--- src/rtl/lsu_wb_pipe_if.sv ---
// Handshake bundle between the issue side, the LSU response port and writeback
// for lsu_wb_pipe.
interface lsu_wb_pipe_if #(
   parameter int DW = 128,
   parameter int RW = 64
);
   logic          in_valid;
   logic          in_ready;
   logic [DW-1:0] in_payload;
   logic [RW-1:0] in_result;
   logic          in_mem;
   logic          rsp_valid;
   logic [RW-1:0] rsp_data;
   logic          flush;
   logic          out_valid;
   logic          out_ready;
   logic [DW-1:0] out_payload;
   logic [RW-1:0] out_result;
   logic          err_unexpected_rsp;

   modport slave (
      input  in_valid, in_payload, in_result, in_mem, rsp_valid, rsp_data, flush, out_ready,
      output in_ready, out_valid, out_payload, out_result, err_unexpected_rsp
   );

   modport master (
      output in_valid, in_payload, in_result, in_mem, rsp_valid, rsp_data, flush, out_ready,
      input  in_ready, out_valid, out_payload, out_result, err_unexpected_rsp
   );
endinterface

--- src/rtl/lsu_wb_pipe.sv ---
// In-order writeback buffer: entries wait for in-order LSU responses, then
// drain to WB from the head. Responses owed to flushed entries are dropped.
module lsu_wb_pipe #(
   parameter int DW    = 128,
   parameter int RW    = 64,
   parameter int DEPTH = 2
) (
   input logic          clk,
   input logic          rst,
   lsu_wb_pipe_if.slave bus
);
   localparam int PW = (DEPTH > 1) ? $clog2(DEPTH) : 1;
   localparam int CW = $clog2(DEPTH + 1);
   localparam logic [PW-1:0] LAST = PW'(DEPTH - 1);

   typedef enum logic [1:0] {S_EMPTY = 2'd0, S_WAIT = 2'd1, S_DONE = 2'd2} slot_e;

   slot_e         r_state   [DEPTH];
   slot_e         w_state_n [DEPTH];
   logic [DW-1:0] r_payload [DEPTH];
   logic [DW-1:0] w_payload_n [DEPTH];
   logic [RW-1:0] r_result  [DEPTH];
   logic [RW-1:0] w_result_n [DEPTH];

   logic [PW-1:0] r_rptr, r_wptr, w_rptr_n, w_wptr_n, w_wait_idx, w_idx;
   logic [CW-1:0] r_cnt, w_cnt_n, r_drop, w_drop_n, w_n_wait;
   logic          r_in_ready, w_in_ready_n, r_err, w_err_n;
   logic          w_has_wait, w_push, w_pop, w_rsp_used;

   function automatic logic [PW-1:0] f_inc(input logic [PW-1:0] p);
      return (p == LAST) ? '0 : p + PW'(1);
   endfunction

   assign bus.in_ready           = r_in_ready;
   assign bus.out_valid          = (r_state[r_rptr] == S_DONE);
   assign bus.out_payload        = r_payload[r_rptr];
   assign bus.out_result         = r_result[r_rptr];
   assign bus.err_unexpected_rsp = r_err;

   assign w_push = bus.in_valid && r_in_ready && !bus.flush;
   assign w_pop  = bus.out_valid && bus.out_ready;

   // Walk from the head backwards so the oldest WAIT slot is the last one written.
   always_comb begin
      w_has_wait = 1'b0;
      w_wait_idx = '0;
      w_n_wait   = '0;
      w_idx      = '0;
      for (int k = DEPTH - 1; k >= 0; k--) begin
         w_idx = r_rptr + PW'(k);
         if (r_state[w_idx] == S_WAIT) begin
            w_has_wait = 1'b1;
            w_wait_idx = w_idx;
            w_n_wait   = w_n_wait + CW'(1);
         end
      end
   end

   always_comb begin
      w_state_n   = r_state;
      w_payload_n = r_payload;
      w_result_n  = r_result;
      w_rptr_n    = r_rptr;
      w_wptr_n    = r_wptr;
      w_drop_n    = r_drop;
      w_err_n     = r_err;
      w_rsp_used  = 1'b0;

      // The response sees pre-push state, so it can never land on a fresh entry.
      if (bus.rsp_valid) begin
         if (r_drop != '0) begin
            w_drop_n   = r_drop - CW'(1);
            w_rsp_used = 1'b1;
         end else if (w_has_wait) begin
            w_state_n[w_wait_idx]  = S_DONE;
            w_result_n[w_wait_idx] = bus.rsp_data;
            w_rsp_used             = 1'b1;
         end else begin
            w_err_n = 1'b1;
         end
      end

      if (w_pop) begin
         w_state_n[r_rptr] = S_EMPTY;
         w_rptr_n          = f_inc(r_rptr);
      end

      if (w_push) begin
         w_state_n[r_wptr]   = bus.in_mem ? S_WAIT : S_DONE;
         w_payload_n[r_wptr] = bus.in_payload;
         w_result_n[r_wptr]  = bus.in_mem ? '0 : bus.in_result;
         w_wptr_n            = f_inc(r_wptr);
      end

      w_cnt_n = r_cnt + CW'(w_push) - CW'(w_pop);

      if (bus.flush) begin
         for (int i = 0; i < DEPTH; i++) w_state_n[i] = S_EMPTY;
         w_rptr_n = '0;
         w_wptr_n = '0;
         w_cnt_n  = '0;
         w_drop_n = r_drop + w_n_wait - CW'(w_rsp_used);
      end

      w_in_ready_n = (w_cnt_n < CW'(DEPTH)) && (w_drop_n == '0);
   end

   always_ff @(posedge clk) begin
      if (rst) begin
         for (int i = 0; i < DEPTH; i++) begin
            r_state[i]   <= S_EMPTY;
            r_payload[i] <= '0;
            r_result[i]  <= '0;
         end
         r_rptr     <= '0;
         r_wptr     <= '0;
         r_cnt      <= '0;
         r_drop     <= '0;
         r_in_ready <= 1'b1;
         r_err      <= 1'b0;
      end else begin
         for (int i = 0; i < DEPTH; i++) begin
            r_state[i]   <= w_state_n[i];
            r_payload[i] <= w_payload_n[i];
            r_result[i]  <= w_result_n[i];
         end
         r_rptr     <= w_rptr_n;
         r_wptr     <= w_wptr_n;
         r_cnt      <= w_cnt_n;
         r_drop     <= w_drop_n;
         r_in_ready <= w_in_ready_n;
         r_err      <= w_err_n;
      end
   end
endmodule

--- src/flat_wrapper.sv ---
// flat-port wrapper written by rule: the top's interface ports become plain ports
module lsu_wb_pipe_flat 
#(
   parameter int DW    = 128,
   parameter int RW    = 64,
   parameter int DEPTH = 2
)
  (clk, rst, bus_in_valid, bus_in_payload, bus_in_result, bus_in_mem, bus_rsp_valid, bus_rsp_data, bus_flush, bus_out_ready, bus_in_ready, bus_out_valid, bus_out_payload, bus_out_result, bus_err_unexpected_rsp);
  lsu_wb_pipe_if #(.DW(DW), .RW(RW)) bus_i ();
  input logic clk;
  input logic rst;
  input wire logic [$bits(bus_i.in_valid)-1:0] bus_in_valid;
  input wire logic [$bits(bus_i.in_payload)-1:0] bus_in_payload;
  input wire logic [$bits(bus_i.in_result)-1:0] bus_in_result;
  input wire logic [$bits(bus_i.in_mem)-1:0] bus_in_mem;
  input wire logic [$bits(bus_i.rsp_valid)-1:0] bus_rsp_valid;
  input wire logic [$bits(bus_i.rsp_data)-1:0] bus_rsp_data;
  input wire logic [$bits(bus_i.flush)-1:0] bus_flush;
  input wire logic [$bits(bus_i.out_ready)-1:0] bus_out_ready;
  output wire logic [$bits(bus_i.in_ready)-1:0] bus_in_ready;
  output wire logic [$bits(bus_i.out_valid)-1:0] bus_out_valid;
  output wire logic [$bits(bus_i.out_payload)-1:0] bus_out_payload;
  output wire logic [$bits(bus_i.out_result)-1:0] bus_out_result;
  output wire logic [$bits(bus_i.err_unexpected_rsp)-1:0] bus_err_unexpected_rsp;
  assign bus_i.in_valid = bus_in_valid;
  assign bus_i.in_payload = bus_in_payload;
  assign bus_i.in_result = bus_in_result;
  assign bus_i.in_mem = bus_in_mem;
  assign bus_i.rsp_valid = bus_rsp_valid;
  assign bus_i.rsp_data = bus_rsp_data;
  assign bus_i.flush = bus_flush;
  assign bus_i.out_ready = bus_out_ready;
  assign bus_in_ready = bus_i.in_ready;
  assign bus_out_valid = bus_i.out_valid;
  assign bus_out_payload = bus_i.out_payload;
  assign bus_out_result = bus_i.out_result;
  assign bus_err_unexpected_rsp = bus_i.err_unexpected_rsp;
  lsu_wb_pipe #(.DW(DW), .RW(RW), .DEPTH(DEPTH)) u_core (.clk(clk), .rst(rst), .bus(bus_i));
endmodule
--- config.mk ---
export PLATFORM = sky130hd
export DESIGN_NAME = lsu_wb_pipe_flat
export DESIGN_NICKNAME = d
export VERILOG_FILES = /design/src/rtl/lsu_wb_pipe_if.sv /design/src/rtl/lsu_wb_pipe.sv /design/src/flat_wrapper.sv
export SDC_FILE = /design/constraint.sdc
export NUM_CORES = 1
export LEC_CHECK = 0
export BUFFER_PORTS_ARGS = -buffer_cell sky130_fd_sc_hd__buf_2
export CELL_PAD_IN_SITES_DETAIL_PLACEMENT = 2
export CELL_PAD_IN_SITES_GLOBAL_PLACEMENT = 2
export CORE_MARGIN = 2
export CORE_UTILIZATION = 33
export CTS_CLUSTER_SIZE = 30
export DETAILED_ROUTE_END_ITERATION = 12
export HOLD_SLACK_MARGIN = 0.08
export PLACE_DENSITY_LB_ADDON = 0.08
export SLEW_MARGIN = 15
export SYNTH_ARGS = -nofsm -noshare
export SYNTH_HDL_FRONTEND = slang
export SYNTH_SLANG_ARGS = --single-unit
--- constraint.sdc ---
create_clock -name clk -period 6.4 [get_ports clk]
set_input_delay 1.6 -clock clk [delete_from_list [all_inputs] [get_ports clk]]
set_output_delay 1.6 -clock clk [all_outputs]
set_load 0.01 [all_outputs]
---- Word-level counts from Yosys, hierarchy flattened ----
Index checks and enable logic that the tools add are counted.
storage, ports and cells
  register bits after elaboration ......... 396
  latch bits .............................. 0
  bits in writable memories ............... 0
  bits in read-only memories .............. 0
  output and inout port bits .............. 195
  memories ................................ 0
operators by class
  $add $sub $neg .......................... 8
  multiply operators ...................... 0
  div/mod/pow operators ................... 0
  order comparisons ....................... 8
  equal/unequal tests ..................... 3
  shift operators ......................... 0
  multiplexer cells ....................... 54
  bitwise gates (word level) .............. 11
  reductions and logical operators ........ 12
operators with widths
  operator                                                               count
  128-bit 2-to-1 mux                                                     8
  64-bit 2-to-1 mux                                                      6
  128-bit bitwise mux                                                    2
  256-bit bitwise mux                                                    1
  128-bit demux with 1-bit select                                        1
  64-bit demux with 1-bit select                                         2
  2-bit 2-to-1 mux                                                       15
  4-bit 2-to-1 mux                                                       5
  1-bit 2-to-1 mux                                                       10
  2-bit >= comparator, second input constant                             4
  1-bit inverter with 2-bit output                                       4
  1-bit logical AND                                                      7
  2-bit demux with 1-bit select                                          3
  2-bit by 1-bit < comparator with 1-bit output, second input constant   3
  4-bit bitwise AND                                                      1
  4-bit bitwise mux                                                      1
  2-bit by 1-bit equality test with 1-bit output, second input constant  2
  4-bit inverter                                                         1
  2-bit by 1-bit subtractor with 2-bit output                            2
  3-bit AND reduction                                                    1
  1-bit adder, second input constant                                     2
  1-bit by 1-bit adder with 2-bit output, second input constant          1
  2-bit by 1-bit adder with 2-bit output                                 1
  2-bit adder                                                            1
  11 further kinds                                                       12

---- Depth between registers and ports, before layout ----
Gate-level depths: netlist (run 1).
  depth after elaboration ................. 22
  depth in mapped cells ................... 14
  gate-level depth less buffers ........... 13

---- Worst setup path before layout (run 1) ----
OpenSTA, ideal clock, no wires.
  path type ............................... reg2out
  start ................................... reg u_core.r_rptr
  end ..................................... out bus_out_payload[100]
  arrival time ............................ 1,516 ps
  required time ........................... 4,800 ps
  path slack .............................. 3,284 ps
  stages on the path, launching flop included .. 5
  path buffers ............................ 3
  cell sequence ........................... dfxtp_1 buf_2 clkbuf_1 clkbuf_1 mux2_2
on the way
  longest elaborated chain between the ends .. 4
ends and longest elaborated chain
  element                                                 RTL line            RTL
  start: declaration                                      lsu_wb_pipe.sv:25   logic [PW-1:0] r_rptr, r_wptr, w_rptr_n, w_wptr_n, w_wait_idx, w_idx;
  start signal: assignment                                lsu_wb_pipe.sv:127  r_rptr <= w_rptr_n;
  1-bit inverter with 2-bit output (implied by the code)  lsu_wb_pipe.sv:36   assign bus.out_payload = r_payload[r_rptr];
  128-bit 2-to-1 mux (implied by the code) (3 in series)  lsu_wb_pipe.sv:36
  end: declaration                                        flat_wrapper.sv:22  output wire logic [$bits(bus_i.out_payload)-1:0] bus_out_payload;
Every way passes these cells. The select of a mux whose other input is x is not followed.

---- Worst setup path after layout (run 1) ----
  start ................................... reg u_core.r_rptr
  end ..................................... out bus_out_result[17]
on the way
  longest elaborated chain between the ends .. 4
ends and longest elaborated chain
  element                                                 RTL line            RTL
  1-bit inverter with 2-bit output (implied by the code)  lsu_wb_pipe.sv:37   assign bus.out_result = r_result[r_rptr];
  64-bit 2-to-1 mux (implied by the code) (3 in series)   lsu_wb_pipe.sv:37
  end: declaration                                        flat_wrapper.sv:23  output wire logic [$bits(bus_i.out_result)-1:0] bus_out_result;
Every way passes these cells. The select of a mux whose other input is x is not followed.

==> results of run 1 <==
-- layout make-up --
cell class / count / area, sq um
diodes: 17 / 42.5
inverters: 11 / 41.3
fillers: 5763 / 30100
clock inverters: 7 / 60.1
well taps: 680 / 851
multi-input cells: 1403 / 8570
flip-flops and latches: 396 / 7930
clock buffers: 76 / 1490
repair buffers: 482 / 2520
-- cells in the mapped netlist (9+ instances only) --
cell                        count  area, sq um
sky130_fd_sc_hd__nor3_1        57          285
sky130_fd_sc_hd__nor2_1        10         37.5
sky130_fd_sc_hd__nand3_1       47          235
sky130_fd_sc_hd__nand2b_1      32          200
sky130_fd_sc_hd__nor2b_1       37          231
sky130_fd_sc_hd__buf_1          9         33.8
sky130_fd_sc_hd__nand2_1      518         1940
sky130_fd_sc_hd__o211ai_1      22          165
sky130_fd_sc_hd__a221o_1       72          721
sky130_fd_sc_hd__clkbuf_1     110          413
sky130_fd_sc_hd__a21oi_1      263         1320
sky130_fd_sc_hd__buf_2         41          205
sky130_fd_sc_hd__mux2_2       192         2160
sky130_fd_sc_hd__a2111oi_1     20          200
sky130_fd_sc_hd__and3_1        72          450
sky130_fd_sc_hd__dfxtp_1      396         7930
sky130_fd_sc_hd__inv_1         11         41.3
-- kinds of logic after synthesis --
| logic type | count (synthesis) | synth area share, % |
|---|---|---|
| flops | 396 | 45.8 |
| xor+xnor | 6 | 0.304 |
| mux | 199 | 12.9 |
| fa+ha+maj | 6 | 0.434 |
| simple gates | 789 | 20.4 |
| buf+inv | 187 | 5.00 |
| compound gates | 403 | 15.1 |
-- path summary, 6_finish.rpt --
| path | startpoint | endpoint | depth (start not counted) |
|---|---|---|---|
| worst max-delay path | u_core.r_rptr | bus_out_result[17] | 3 |
| worst min-delay path | u_core.r_payload[118] | u_core.r_payload[118] | 2 |
| worst max register to register | u_core.r_rptr | u_core.r_result[38] | 10 |
| worst min register to register | u_core.r_payload[118] | u_core.r_payload[118] | 2 |
-- state kept, by name, summed over array words and instances, names as in the netlist --
register                       cells
u_core.r_state                     4
u_core.bus.err_unexpected_rsp      1
u_core.bus.in_ready                1
u_core.r_cnt                       2
u_core.r_wptr                      1
u_core.r_result                  128
u_core.r_drop                      2
u_core.r_rptr                      1
u_core.r_payload                 256
-- stage by stage --
stage / cells / cell area [sq um] / worst slack, ns / utilization [%] / total power (uW)
after floorplan: 1986 / 17300 / 3.28 / - / 2950
after detailed placement: 2972 / 19900 / 2.22 / 38.6 / 3230
after CTS: 3055 / 21500 / 1.72 / 41.6 / 5950
final: 3072 / 21500 / 1.81 / 41.7 / 5870
after global routing: 3066 / 21500 / 1.67 / 41.6 / 6120
after global placement: 2972 / 19900 / 2.32 / 38.6 / 3210
-- worst reg2reg max path, delay by kind of cell (launching register included) --
| family | cells | cell delay (ns) |
|---|---|---|
| AND/OR/NAND/NOR | 4 | 1.79 |
| flip-flops | 1 | 1.06 |
| buffers and inverters | 3 | 0.57 |
| AO/OA/AOI/OAI | 2 | 0.38 |
| adder cells (fa/ha/maj) | 1 | 0.23 |
-- power groups by stage --
stage	Clock [uW]	Combinational [uW]	Sequential [uW]
finish	2700	578	2600
floorplan	0	320	2630
detailed placement	0	582	2650
CTS	2770	587	2600
global placement	0	565	2650
global route	2880	635	2600
-- routing by layer --
| layer | global-route usage [%] | vias up | routed length, microns |
|---|---|---|---|
| li1 | - | 7632 | - |
| met1 | 29.4 | 8129 | 29100 |
| met2 | 40.3 | 327 | 32500 |
| met3 | 5.77 | 111 | 3580 |
| met4 | 8.38 | 22 | 1780 |
| met5 | 0 | - | 136 |
==> results by group, run 1 <==
Status
  • Run status: finished, final reports clean

Routing
  • Count of routing violations after the opening detailed-route iteration: 654
  • First-pass iteration count of the detailed router: 4
  • DRT antenna net count: 0
  • Average wire per cell in the routed design: 21.8 microns
  • Final wirelength: 67,000 microns
  • Overall via count from detail_route: 16.2k
  • DRC Markers: 0
  • Vias/cell: 5.28

Clock network
  • Post-CTS sizing: 0
  • Clock tree from TritonCTS: done
  • CTS buffer count: 48
  • Setup fix buffers added after clock tree synthesis: 0
  • Maximum count of clock buffers along a single path: 3
  • Root buffer cell: sky130_fd_sc_hd__clkbuf_16
  • Hold buffer count at CTS: 0
  • Number of H-tree branching levels: 2
  • Clock-pin slew reported for the worst setup and hold paths after clock tree synthesis: 0.05 ns
  • Clock sink total: 396
  • Clock latency at the later pin of the worst-skew pair: 0.57 ns

Yosys
  • FF+latch count, synth: 396
  • Number of library cell types mapped by synthesis: 46
  • Async set-or-reset flop fraction in the synthesized netlist: 0%
  • Yosys warnings: 0
  • Portion of the post-synthesis area used by sequential elements: 45.8%
  • Number of synthesized flops with an enable pin: 0
  • Cell count after synthesis: 1,986
  • Mean post-synth cell area: 8.71 sq um
  • Synthesized net count: 2,255
  • Primary FF master, synth: sky130_fd_sc_hd__dfxtp_1
  • Post-Synthesis Cell Area: 0.0173 sq mm

Worst setup path
  • Worst path slowest cell: sky130_fd_sc_hd__dfxtp_4
  • Worst Path Required: 4.80 ns
  • Critical setup path kind: register to output port
  • Critical Path Source Type: register
  • Crit-path max cell delay: 1.06 ns
  • Arr. time, crit path: 2.99 ns
  • CP top delay family: flip-flops
  • Series of cell instances along the critical path: buf_4 > mux2_2 > buf_2
  • Max FO, Critical Path: 69
  • Number of buffers and inverters on the critical path: 2
  • Critical path capture point type: output port
  • Worst setup slack for register-to-register paths: 2.31 ns

Timing
  • Peak clock frequency supported by timing: 218 MHz
  • Max Clock Skew: 0.0110 ns
  • Transition time of the tightest slew-check pin: 1.09 ns
  • Final hold violations: 0
  • Headroom to the max-slew limit: 27.0%
  • Slew Viols, Final: 0
  • Final critical-path required period: 4.59 ns
  • Setup violators final: 0
  • Fraction of the cycle the final worst path needs: 71.7%
  • Setup repair after global routing missed its margin: false
  • Setup TNS: 0 ns
  • Worst hold-check slack: 0.453 ns

Power
  • Share of total power consumed by net switching: 25.1%
  • Pwr dens: 273 mW/mm^2
  • Static leakage power: 0.00903 uW
  • Logic pwr share: 9.8%
  • Net load switching power: 1480 uW
  • Internal cell power: 4400 uW
  • Worst IR drop on VDD: 164 uV
  • Fraction of power consumed by sequential logic: 44.2%
  • Relative contribution of the clock network to total power: 45.9%

Layout
  • Fraction of final layout cells with drive strength greater than 1: 32.3%
  • Net total in the final layout: 2,611
  • Leading cell type in the layout, fill and taps excluded: sky130_fd_sc_hd__nand2_1
  • Area added between synthesis and finish: 24.3%
  • Most frequent cells in the layout: sky130_fd_sc_hd__nand2_1 (517), sky130_fd_sc_hd__buf_2 (456), sky130_fd_sc_hd__dfxtp_1 (395)

Floorplanning
  • Chip height: 233 microns
  • Total core area: 0.0516 sq mm
  • Initial core utilization: 33.5%
  • I/O pin total: 458
  • Die ar.: 0.0543 sq mm
  • Die outline width: 233 microns
  • Placement row count: 83

Hold path
  • Worst Hold Class: register to register

Placement
  • GP Congestion: 0.801
  • Detailed Place HPWL: 43,800 microns
  • Count of buffers inserted at the top-level ports: 457

Global route
  • Global-route wire length before repair: 101,000 microns
  • Number of global-route vias before repair: 17.4k
  • Antenna violations before repair: 27
  • Pin count of the biggest net entering global routing: 168
  • Global router's overall resource usage: 23.8%
  • Final global-route overflow total: 0

Run
  • Total of max-cap violations: 0
No activity file was read; power rests on OpenSTA's default activity.
==> inputs of run 2 (changes only) <==
--- a/config.mk
+++ b/config.mk
@@ -9,7 +9,7 @@
 export CELL_PAD_IN_SITES_DETAIL_PLACEMENT = 2
 export CELL_PAD_IN_SITES_GLOBAL_PLACEMENT = 2
 export CORE_MARGIN = 2
-export CORE_UTILIZATION = 33
+export CORE_UTILIZATION = 28
 export CTS_CLUSTER_SIZE = 30
 export DETAILED_ROUTE_END_ITERATION = 12
 export HOLD_SLACK_MARGIN = 0.08
==> constraint.sdc (replaced) <==
create_clock -name clk -period 3.7 [get_ports clk]
set_input_delay 0.925 -clock clk [delete_from_list [all_inputs] [get_ports clk]]
set_output_delay 0.925 -clock clk [all_outputs]
set_load 0.01 [all_outputs]
==> run 2 against run 1 <==
Global-route usage decreased by 2.8 points; setup slack worse by 1.3 ns; count of clock-buffer cells in the layout down 6; via count decreased by 1.5%; total power grew 78%; critical endpoint is now bus_out_payload[94]; clock skew is 0.0097 ns higher; non-clock buffer count rose by 7.
==> results by group, run 2 (same netlist as run 1, synthesis figures left out) <==
Status
  • Run status: finished, final reports clean

Floorplanning
  • Chip height: 253 microns (+8.4%)
  • Total core area: 0.0614 sq mm (+19%)
  • Initial core utilization: 28.2% (-5.3 points)
  • I/O pin total: 458 (unchanged)
  • Die outline width: 253 microns (+8.4%)
  • Placement row count: 91 (+9.6%)
  • Die ar.: 0.0638 sq mm (+18%)

Layout
  • Register with the most flip-flops: u_core.r_payload
  • Fraction of final layout cells with drive strength greater than 1: 32.8% (+0.47 points)
  • Largest registers: u_core.r_payload x256, u_core.r_result x128, u_core.r_state x4
  • Non-filler cells in the finished layout: 3,188 (+3.8%)
  • Most frequent cells in the layout: sky130_fd_sc_hd__nand2_1 (517), sky130_fd_sc_hd__buf_2 (456), sky130_fd_sc_hd__dfxtp_1 (395)
  • Number of flip-flops under the largest register name: 256 (unchanged)
  • Leading cell type in the layout, fill and taps excluded: sky130_fd_sc_hd__nand2_1
  • Area added between synthesis and finish: 26.4%
  • Net total in the final layout: 2,618 (+0.27%)

Routing
  • Vias/cell: 5.01 (-5.1%)
  • Average wire per cell in the routed design: 21.7 microns (-0.70%)
  • Final wirelength: 69,100 microns (+3.1%)
  • First-pass iteration count of the detailed router: 6 (+2)
  • Overall via count from detail_route: 16.0k (-1.5%)
  • DRT antenna net count: 0 (unchanged)
  • DRC Markers: 0 (unchanged)
  • Count of routing violations after the opening detailed-route iteration: 553 (-15%)

Timing
  • Final critical-path required period: 3.17 ns
  • Setup repair after global routing missed its margin: false
  • Transition time of the tightest slew-check pin: 0.935 ns (-0.159 ns)
  • Max Clock Skew: 0.0207 ns (+0.00967 ns)
  • Final hold violations: 0 (unchanged)
  • Slew Viols, Final: 0 (unchanged)
  • Peak clock frequency supported by timing: 315 MHz
  • Headroom to the max-slew limit: 37.6% (+11 points)
  • Setup TNS: 0 ns (unchanged)
  • Fraction of the cycle the final worst path needs: 85.8%
  • Setup violators final: 0 (unchanged)

Worst setup path
  • Worst path slowest cell: sky130_fd_sc_hd__buf_4
  • Max FO, Critical Path: 51 (-26%)
  • Critical Path Source Type: register
  • Series of cell instances along the critical path: buf_4 > mux2_2 > buf_2
  • CP top delay family: buffers and inverters
  • Crit-path max cell delay: 0.65 ns (-0.41 ns)
  • Critical setup path kind: register to output port
  • Number of buffers and inverters on the critical path: 2 (unchanged)
  • Critical path capture point type: output port
  • Arr. time, crit path: 2.25 ns (-0.74 ns)
  • Worst Path Required: 2.77 ns (-2.03 ns)

Clock network
  • Root buffer cell: sky130_fd_sc_hd__clkbuf_16
  • Clock latency at the later pin of the worst-skew pair: 0.60 ns (+0.03 ns)
  • Clock sink total: 396 (unchanged)
  • Post-CTS sizing: 0 (unchanged)
  • Clock-pin slew reported for the worst setup and hold paths after clock tree synthesis: 0.07 ns (+0.02 ns)
  • Number of H-tree branching levels: 2 (unchanged)
  • Maximum count of clock buffers along a single path: 3 (unchanged)
  • Hold buffer count at CTS: 0 (unchanged)
  • CTS buffer count: 48 (unchanged)
  • Setup fix buffers added after clock tree synthesis: 0 (unchanged)
  • Clock tree from TritonCTS: done

Run
  • Total of max-cap violations: 0 (unchanged)

Placement
  • GP Congestion: 0.785 (-1.9%)
  • Count of buffers inserted at the top-level ports: 457 (unchanged)
  • # placed instances: 3,089 (+3.9%)
  • Detailed Place HPWL: 44,800 microns (+2.2%)

Power
  • Worst IR drop on VDD: 340 uV (+110%)
  • Static leakage power: 0.00914 uW (+1.2%)
  • Pwr dens: 477 mW/mm^2 (+75%)

Global route
  • Global router's overall resource usage: 21.0% (-2.8 points)
  • Antenna violations before repair: 27 (unchanged)
  • Global-route wire length before repair: 105,000 microns (+3.7%)
  • Pin count of the biggest net entering global routing: 112 (-33%)
  • Number of global-route vias before repair: 17.6k (+0.78%)
  • Final global-route overflow total: 0 (unchanged)

Hold path
  • Worst Hold Class: register to register
-- run 2: cell types whose count changed in the layout (fill, tap and decap cells not counted) --
cell | before | now
sky130_fd_sc_hd__clkbuf_16 | 50 | 48
sky130_fd_sc_hd__buf_4 | 22 | 21
sky130_fd_sc_hd__buf_12 | 3 | 11
sky130_fd_sc_hd__clkinv_2 | 6 | 8
sky130_fd_sc_hd__bufinv_16 | 1 | 4
sky130_fd_sc_hd__diode_2 | 17 | 14
sky130_fd_sc_hd__clkinv_8 | 0 | 3
sky130_fd_sc_hd__clkbuf_8 | 14 | 15
sky130_fd_sc_hd__clkbuf_1 | 12 | 7
-- run 2: through the flow --
| step | power [uW] | area, sq um | worst slack, ns | hold WS (ns) | utilization, % |
|---|---|---|---|---|---|
| final | 10400 | 21900 | 0.527 | 0.453 | 35.7 |
| after global placement | 5580 | 20200 | 0.691 | 0.438 | 32.9 |
| after detailed placement | 5620 | 20200 | 0.590 | 0.447 | 32.9 |
| after CTS | 10600 | 21800 | 0.460 | 0.456 | 35.6 |
| after floorplan | 5100 | 17300 | 0.759 | 0.433 | - |
| after global routing | 10900 | 21900 | 0.350 | 0.470 | 35.6 |
-- run 2: cell type report --
class	count	area, sq um
Timing Repair Buffer	489	2680
Clock inverter	15	209
Antenna cell	14	35.0
Fill cell	6945	39500
Tap cell	790	988
Multi-Input combinational cell	1403	8570
Clock buffer	70	1430
Inverter	11	41.3
Sequential cell	396	7930
-- run 2: path summary, 6_finish.rpt --
path	startpoint	end	cells past startpoint	slack, ns
worst max register to register	u_core.r_rptr	u_core.r_result[33]	8	0.63
worst min register to register	u_core.r_payload[231]	u_core.r_payload[231]	2	0.45
worst min-delay path	u_core.r_payload[231]	u_core.r_payload[231]	2	0.45
worst max-delay path	u_core.r_rptr	bus_out_payload[94]	3	0.53
-- run 2: where the power goes --
group          leakage, uW  total [uW]  internal, uW  switching (uW)
clock network     0.000816        4930          2960            1970
registers          0.00321        4470          4400            73.1
logic              0.00512        1040           409             626
-- run 2: worst reg2reg max path, stage by stage, from the launching register on --
cell and delay (ns):
sky130_fd_sc_hd__dfxtp_4 0.39, sky130_fd_sc_hd__buf_4 0.45, sky130_fd_sc_hd__a21oi_1 0.19, sky130_fd_sc_hd__ha_1 0.30, sky130_fd_sc_hd__or4b_4 0.53, sky130_fd_sc_hd__or3_1 0.42
sky130_fd_sc_hd__nor2_8 0.31, sky130_fd_sc_hd__buf_12 0.23, sky130_fd_sc_hd__a221o_1 0.19
-- run 2: layer usage --
metal	GRT usage (%)	wire, microns
met3	5.82	4130
met1	25.4	29300
met2	36.2	33900
met5	0	160
met4	6.56	1570
